## config.mk

```make
export PLATFORM = sky130hd
export DESIGN_NAME = i2s_pcm_fifo
export DESIGN_NICKNAME = d
export VERILOG_FILES = /design/src/rtl/i2s_pcm_fifo.sv
export SDC_FILE = /design/constraint.sdc
export NUM_CORES = 1
export LEC_CHECK = 0
export CORE_UTILIZATION = 55
export CTS_CLUSTER_SIZE = 20
export DETAILED_ROUTE_END_ITERATION = 10
export GPL_TIMING_DRIVEN = 0
export PLACE_DENSITY_LB_ADDON = 0.1
export SETUP_SLACK_MARGIN = 0.5
export SYNTH_ARGS = -nofsm -noshare
export SYNTH_HDL_FRONTEND = slang
export SYNTH_SLANG_ARGS = --single-unit
```

## constraint.sdc

```tcl
create_clock -name clk -period 2.8 [get_ports clk]
set_input_delay 0.56 -clock clk [delete_from_list [all_inputs] [get_ports clk]]
set_output_delay 0.56 -clock clk [all_outputs]
set_load 0.02 [all_outputs]
```

## src/rtl/i2s_pcm_fifo.sv

```systemverilog
`default_nettype none
// ============================================================================
// Module      : i2s_pcm_fifo
// Description : I2S slot-word to PCM sample stage with channel filter, FWFT
//               FIFO, threshold IRQ and sticky overflow. Optional per-channel
//               boxcar decimator enabled by defining I2S_PCM_DECIM_EN.
// Revision    : 1.0 - initial release
// ============================================================================
module i2s_pcm_fifo #(
    parameter int SAMPLE_W   = 24,
    parameter int DEPTH_LOG2 = 4,
    parameter int DECIM_LOG2 = 2
) (
    input  logic                  clk,
    input  logic                  rst,
    input  logic                  en_i,
    input  logic                  flush_i,
    input  logic [1:0]            chan_sel_i,
    input  logic                  in_valid_i,
    input  logic [31:0]           in_data_i,
    input  logic                  in_ws_i,
    output logic                  out_valid_o,
    input  logic                  out_ready_i,
    output logic [31:0]           out_data_o,
    output logic                  out_chan_o,
    output logic [DEPTH_LOG2:0]   level_o,
    input  logic [DEPTH_LOG2:0]   thresh_i,
    output logic                  thresh_irq_o,
    output logic                  ovf_o,
    input  logic                  ovf_clr_i
);

    localparam int               DEPTH    = 2 ** DEPTH_LOG2;
    localparam logic [DEPTH_LOG2:0] LVL_FULL = (DEPTH_LOG2 + 1)'(DEPTH);

    logic [31:0] w_sample;
    logic        w_accept;
    logic        w_push;
    logic [31:0] w_push_data;
    logic        w_push_chan;

    // Arithmetic shift drops the pad bits below the sample and sign-extends.
    assign w_sample    = 32'($signed(in_data_i) >>> (32 - SAMPLE_W));
    assign w_accept    = en_i & in_valid_i & (chan_sel_i[1] | (in_ws_i == chan_sel_i[0]));
    assign w_push_chan = in_ws_i;

`ifdef I2S_PCM_DECIM_EN
    localparam int ACC_W = 32 + DECIM_LOG2;

    logic [ACC_W-1:0]      acc_q [2];
    logic [DECIM_LOG2-1:0] cnt_q [2];
    logic [ACC_W-1:0]      w_sum;

    assign w_sum       = acc_q[in_ws_i] + ACC_W'($signed(w_sample));
    assign w_push      = w_accept & (cnt_q[in_ws_i] == '1);
    // Taking the bit window above DECIM_LOG2 is the floor division of the sum.
    assign w_push_data = w_sum[DECIM_LOG2 +: 32];

    always_ff @(posedge clk or posedge rst) begin
        if (rst) begin
            for (int c = 0; c < 2; c++) begin
                acc_q[c] <= '0;
                cnt_q[c] <= '0;
            end
        end else if (flush_i) begin
            for (int c = 0; c < 2; c++) begin
                acc_q[c] <= '0;
                cnt_q[c] <= '0;
            end
        end else if (w_accept) begin
            if (cnt_q[in_ws_i] == '1) begin
                acc_q[in_ws_i] <= '0;
                cnt_q[in_ws_i] <= '0;
            end else begin
                acc_q[in_ws_i] <= w_sum;
                cnt_q[in_ws_i] <= cnt_q[in_ws_i] + 1'b1;
            end
        end
    end
`else
    logic [31:0] w_unused_decim;

    assign w_push         = w_accept;
    assign w_push_data    = w_sample;
    assign w_unused_decim = DECIM_LOG2;
`endif

    logic [32:0]           mem_q [DEPTH];
    logic [DEPTH_LOG2-1:0] wr_ptr_q, wr_ptr_d;
    logic [DEPTH_LOG2-1:0] rd_ptr_q, rd_ptr_d;
    logic [DEPTH_LOG2:0]   level_q, level_d;
    logic                  ovf_q, ovf_d;
    logic                  w_empty, w_full, w_pop, w_wr, w_drop;
    logic [32:0]           w_head;

    assign w_empty = (level_q == '0);
    assign w_full  = (level_q == LVL_FULL);
    assign w_pop   = ~w_empty & out_ready_i & ~flush_i;
    assign w_wr    = w_push & ~flush_i & (~w_full | w_pop);
    assign w_drop  = w_push & ~flush_i & w_full & ~w_pop;

    always_comb begin
        wr_ptr_d = wr_ptr_q;
        rd_ptr_d = rd_ptr_q;
        level_d  = level_q;
        ovf_d    = ovf_q;
        if (flush_i) begin
            wr_ptr_d = '0;
            rd_ptr_d = '0;
            level_d  = '0;
        end else begin
            if (w_wr)  wr_ptr_d = wr_ptr_q + 1'b1;
            if (w_pop) rd_ptr_d = rd_ptr_q + 1'b1;
            case ({w_wr, w_pop})
                2'b10:   level_d = level_q + 1'b1;
                2'b01:   level_d = level_q - 1'b1;
                default: level_d = level_q;
            endcase
        end
        // A drop in the same cycle as a clear request leaves the flag set.
        if (w_drop)         ovf_d = 1'b1;
        else if (ovf_clr_i) ovf_d = 1'b0;
    end

    always_ff @(posedge clk or posedge rst) begin
        if (rst) begin
            wr_ptr_q <= '0;
            rd_ptr_q <= '0;
            level_q  <= '0;
            ovf_q    <= 1'b0;
        end else begin
            wr_ptr_q <= wr_ptr_d;
            rd_ptr_q <= rd_ptr_d;
            level_q  <= level_d;
            ovf_q    <= ovf_d;
        end
    end

    always_ff @(posedge clk) begin
        if (w_wr) mem_q[wr_ptr_q] <= {w_push_chan, w_push_data};
    end

    assign w_head       = w_empty ? 33'd0 : mem_q[rd_ptr_q];
    assign out_valid_o  = ~w_empty;
    assign out_chan_o   = w_head[32];
    assign out_data_o   = w_head[31:0];
    assign level_o      = level_q;
    assign ovf_o        = ovf_q;
    assign thresh_irq_o = (thresh_i != '0) && (level_q >= thresh_i);

endmodule
`default_nettype wire

```

# After elaboration in Yosys (flattened, before gate mapping)
# Memory sizes are Yosys's and may differ from the RTL's.
# Cells that the tools add are included.
[classes] bitwise_logic=14 magnitude_cmp=1 n_eq_ne=4 reduce_logical=7 addsub=4 mux=11
[ops] cell="33-bit 2-to-1 mux" count=1
[ops] cell="4-bit 2-to-1 mux" count=4
[ops] cell="5-bit one-hot mux with 2 select lines" count=1
[ops] cell="4-bit by 1-bit adder with 4-bit output, second input constant" count=2
[ops] cell="1-bit AND" count=8
[ops] cell="2-bit nonzero test" count=3
[ops] cell="5-bit by 1-bit adder with 5-bit output, second input constant" count=1
[ops] cell="5-bit == test, second input constant" count=1
[ops] cell="5-bit >= comparator" count=1
[ops] cell="5-bit logical NOT" count=1
[ops] cell="5-bit 2-to-1 mux" count=1
[ops] cell="5-bit nonzero test" count=1
[ops] cell="5-bit by 1-bit subtractor with 5-bit output, second input constant" count=1
[ops] cell="1-bit 2-to-1 mux" count=4
[ops] cell="1-bit NOT" count=4
[ops] cell="3-bit nonzero test" count=1
[ops] cell="2-bit by 1-bit == test with 1-bit output, second input constant" count=1
[ops] cell="2-bit == test, second input constant" count=1
[ops] cell="1-bit bitwise OR" count=2
[ops] cell="1-bit == test" count=1
[ops] cell="1-bit logical AND" count=1
[totals] out_inout_bits=41 inputBits=47 word_cells=46 ff_bits=14 memories=1 ramBits=528
[mem_list] name="mem_q" words=16 width=33 rd=1 rd_clocked_by_memory_dff=0 wr=1 line_no="88" rtl="logic [32:0] mem_q [DEPTH];"

# Longest topological paths before layout
[logic_depth] ltp_word=9 ltp_mapped=10 ltp_nobuf=10

# Worst setup path before layout
# OpenSTA, ideal clock, no wires.
[synth_timing] path_kind="register to output" startpoint="register level_q[1], in the netlist level_o[1]" endpoint="output port out_data_o[24]" path_slack_ns=0.069 path_buffers=3 t_arrival_ns=2.171 required_ns=2.240 path_stages_with_launch=8 cell_sequence="dfrtp_1 > nor4_4 > nand2_1 > nand2b_1 > buf_2 > buf_2 > o22ai_1 > buf_4"
[synth_between] elab_chain_cells=2
[synth_lines] element="from (decl)" line_no="91" rtl="logic [DEPTH_LOG2:0] level_q, level_d;"
[synth_lines] element="from (signal assigned)" line_no="134" rtl="level_q <= level_d;"
[synth_lines] element="5-bit logical NOT" line_no="96" rtl="assign w_empty = (level_q == '0);"
[synth_lines] element="33-bit 2-to-1 mux" line_no="143" rtl="assign w_head = w_empty ? 33'd0 : mem_q[rd_ptr_q];"
[synth_lines] element="to (decl)" line_no="24" rtl="output logic [31:0] out_data_o,"
# No other way between the ends.

# Worst setup path after layout
[layout_timing] startpoint="register rd_ptr_q[0]" endpoint="output port out_data_o[24]"
[layout_between] elab_chain_cells=2
[layout_lines] element="from (decl)" line_no="90" rtl="logic [DEPTH_LOG2-1:0] rd_ptr_q, rd_ptr_d;"
[layout_lines] element="from (signal assigned)" line_no="133" rtl="rd_ptr_q <= rd_ptr_d;"
[layout_lines] element="memory read 16 x 33 bit"
[layout_lines] element="33-bit 2-to-1 mux" line_no="143"
# No other way between the ends.

==> flow_metrics.py <==
metrics = {
    "outcome": {
        "status": "finished, violations left",
        "violations": "setup timing",
    },
    "synthesis": {
        "yosysTopAreaCell": "edfxtp_1",
        "ys.warnings.count": 0,
        "syn_area_per_cell_um2": 21.8,
        "syn_nets": 808,
        "ys_types": 36,
        "ys_seq_elements": 414,
        "yosysSeqAreaShare": 0.759,
        "synthesis.instances": 747,
        "yosysTopAreaCellShare": 0.737,
        "synth-main-ff-cell": "edfxtp_1",
        "ys_async_sr_fraction": 0.0338,
        "synth_area_um2": 16300,
        "ys_top_cells_by_area": "edfxtp_1, mux4_2, mux2i_1",
        "synth_edf_count": 400,
    },
    "sta": {
        "fin_crit_sh": 1.09,
        "report.final.setup_viol": 33,
        "fmax_mhz": 329,
        "timing.slew.headroom": 0.597,
        "period_minus_slack_ns": 3.04,
        "hold_violations": 0,
        "worst_pin_slew_ns": 0.602,
        "setup_tns_ns": -4.32,
        "layout_setup_ws_ns": -0.240,
        "skew_ns": 0.0120,
        "fin_hold_ws_ns": 0.392,
        "slew_violations": 0,
        "rsz0062_at_grt": "true",
    },
    "cts": {
        "path_clk_slew_ns": 0.06,
        "clock-sinks": 414,
        "cts_tree": "built",
        "hold_buffers": 0,
        "cts_made_buffers": 41,
        "clock_tree.buffer_depth": 3,
        "root_buffer": "clkbuf_16",
        "clk_latency_ns": 0.53,
        "h-tree-depth": 2,
    },
    "worst_setup_path": {
        "r2r-end": "level_o[4]",
        "worst_setup_path_start_kind": "flop",
        "setup.worst_path.end_class": "primary output",
        "critPathKind": "flop to primary output",
        "ff2ff_setup_slack_ns": 0.40,
        "critPathMaxStageDelay_ns": 0.52,
        "cp.arrival_ns": 2.48,
        "path_max_fanout": 5,
        "r2r_cells": 11,
        "cp.required_ns": 2.24,
        "path_common_cell": "buf_6",
        "cp_cell_sequence": "buf_6 -> buf_6 -> mux4_2 -> mux2i_4 -> buf_12 -> o22ai_4 -> buf_6 -> buf_6",
        "cpMaxStageDelayCell": "mux4_2",
        "r2r_start": "level_o[1]",
    },
    "global_routing": {
        "grt-ovfl-total": 0,
        "grt_pass1_vias": 9009,
        "antenna_found_initial": 0,
        "grt_pass1_wl_mm": 57.4,
        "grt_max_degree": 18,
        "grt.total_usage": 0.267,
    },
    "drt": {
        "vias": 8394,
        "ant_nets": 0,
        "first_pass_iters": 5,
        "wl_mm": 38.7,
        "detail_route.wl_per_cell_um": 28.7,
        "drt_iter0_drc": 809,
        "viasPerCell": 6.23,
        "drc_errors": 0,
    },
    "power": {
        "pwr-share-clk": 0.316,
        "p_comb_frac": 0.263,
        "power.internal_mw": 12.1,
        "p_per_area_nw_per_um2": 814,
        "p_seq_frac": 0.420,
        "leakage_nw": 6.52,
        "switching_share": 0.262,
        "power_switching_mw": 4.29,
        "peakVddDrop_uv": 607,
    },
    "floorplanning": {
        "rows": 62,
        "die_h_um": 174,
        "initial_utilization": 0.563,
        "ios": 88,
        "die_x_um": 174,
        "core_um2": 28900,
        "die_area_um2": 30300,
    },
    "cells_and_area": {
        "fillCellCount": 1754,
        "final_area_um2": 20100,
        "area_delta_synth_final_pct": 23.4,
        "antenna_cells": 0,
        "register_area_um2": 12400,
        "multi_input_area_um2": 4260,
        "layout.nets": 993,
        "instances_no_fill": 1347,
        "drive_gt1_frac": 0.386,
        "fin_util": 0.695,
    },
    "placement": {
        "dp_hpwl_mm": 19.7,
        "placed_cells": 1210,
        "portBuffers": 79,
        "gp_congestion": 0.747,
        "post_dp_cell_area_um2": 17800,
    },
    "hold_path": {
        "holdCritPathClass": "input port to async pin",
    },
    "run": {
        "cap_violations": 0,
    },
}
[sequential cells by signal, indices dropped and copies added (netlist names)]
register and flops:
ovf_o 1, rd_ptr_q 4, mem_q 400, wr_ptr_q 4, level_o 5
[worst max-delay path by stage]
stage,slack (ns),start,endpoint,depth (start not counted)
6_report,-0.24,rd_ptr_q[0],out_data_o[24],8
4_1_cts,-0.24,rd_ptr_q[0],out_data_o[31],7
3_5_place_dp,-1.0,in_ws_i,mem_q[10][10],6
2_1_floorplan,0.29,chan_sel_i[0],level_o[4],9
3_3_place_gp,-0.84,in_ws_i,mem_q[8][9],6
5_1_grt,-0.29,rd_ptr_q[0],out_data_o[24],8
[cell usage after synthesis, drive strengths merged (7+ instances only)]
cell / count
nor2: 13
mux2i: 56
and2: 16
xnor2: 7
inv: 16
mux4: 100
edfxtp: 400
o22ai: 27
ha: 13
buf: 38
dfrtp: 14
[timing repair]
action / CTS / global route
resized for setup: 326 / 39
pin swaps: 29 / 13
hold endpoints to repair: 0 / 0
setup buffers: 36 / 7
cloned: 19 / 1
endpoints found under the setup margin: 439 / 49
[per-layer routing]
metal / vias up / global-route usage / routed length (um)
met4: 0 / 0.0958 / 1190
met1: 4399 / 0.354 / 15100
met5: - / 0 / 0
met3: 76 / 0.0538 / 2970
met2: 401 / 0.444 / 19400
li1: 3518 / - / -
[area by class of cell]
cell class	count	share of cell area
Timing Repair Buffer	124	0.0600
Sequential cell	414	0.615
Clock inverter	21	0.00728
Multi-Input combinational cell	293	0.212
Inverter	16	0.00324
Buffer	42	0.0233
Tap cell	384	0.0239
Clock buffer	53	0.0554
[worst max-delay path: cells and delay by family, from the launching register on]
kind / cells / cell delay, ns
mux: 2 / 0.71
buf+inv: 5 / 0.70
flops: 1 / 0.44
compound gates: 1 / 0.12
[per-stage QoR]
| stage | setup slack [ns] | power [mW] |
|---|---|---|
| final | -0.240 | 16.4 |
| after global routing | -0.289 | 16.9 |
| after CTS | -0.243 | 16.3 |
| after detailed placement | -0.998 | 10.5 |
| after global placement | -0.843 | 10.5 |
| after floorplan | 0.286 | 9.35 |
[cells by family after synthesis]
family / after synthesis / share of synthesized area
AND/OR/NAND/NOR: 55 / 0.0186
XOR/XNOR: 9 / 0.00484
AO/OA/AOI/OAI: 41 / 0.0167
multiplexers: 156 / 0.173
flip-flops: 414 / 0.759
buffers and inverters: 58 / 0.0165
adder cells (fa/ha/maj): 14 / 0.0112
[power by group through the flow]
| stage | sequential [mW] | combinational [mW] | clock, mW |
|---|---|---|---|
| global placement | 7.01 | 3.44 | 0 |
| CTS | 6.88 | 4.16 | 5.23 |
| finish | 6.88 | 4.31 | 5.18 |
| global route | 6.89 | 4.55 | 5.49 |
| detailed placement | 7.01 | 3.51 | 0 |
| floorplan | 7.02 | 2.33 | 0 |
[cells in the final DEF (no fill, tap or decap), types with 2 or more instances in the layout]
master           Yosys  layout
edfxtp_1           400     400
mux4_2             100     100
buf_4                8      46
clkbuf_16            0      43
mux2i_1             55      40
clkdlybuf4s50_1      0      39
and2_4               0      33
buf_6                0      32
buf_12               0      19
o22ai_1             27      17
buf_2               17      17
inv_1               16      13
nor2_1              13      12
clkbuf_1             4      11
mux2i_2              0      11
ha_1                13      10
clkinv_1             0      10
o22ai_2              0       9
clkinv_2             0       8
dfrtp_1             14       8
xnor2_1              7       6
dfrtp_2              0       6
mux2i_4              1       5
nand3_1              6       4
clkbuf_2             0       4
nor3_4               0       4
dlygate4sd2_1        0       4
ha_4                 0       3
nand2b_1             4       2
inv_4                0       2
nor3_1               6       2
a21oi_2              0       2
xor2_1               2       2
o22ai_4              0       2
nand2b_4             0       2
a21oi_1              4       2
nand4_1              2       2
bufinv_16            0       2
No activity file was read; power rests on OpenSTA's default activity.
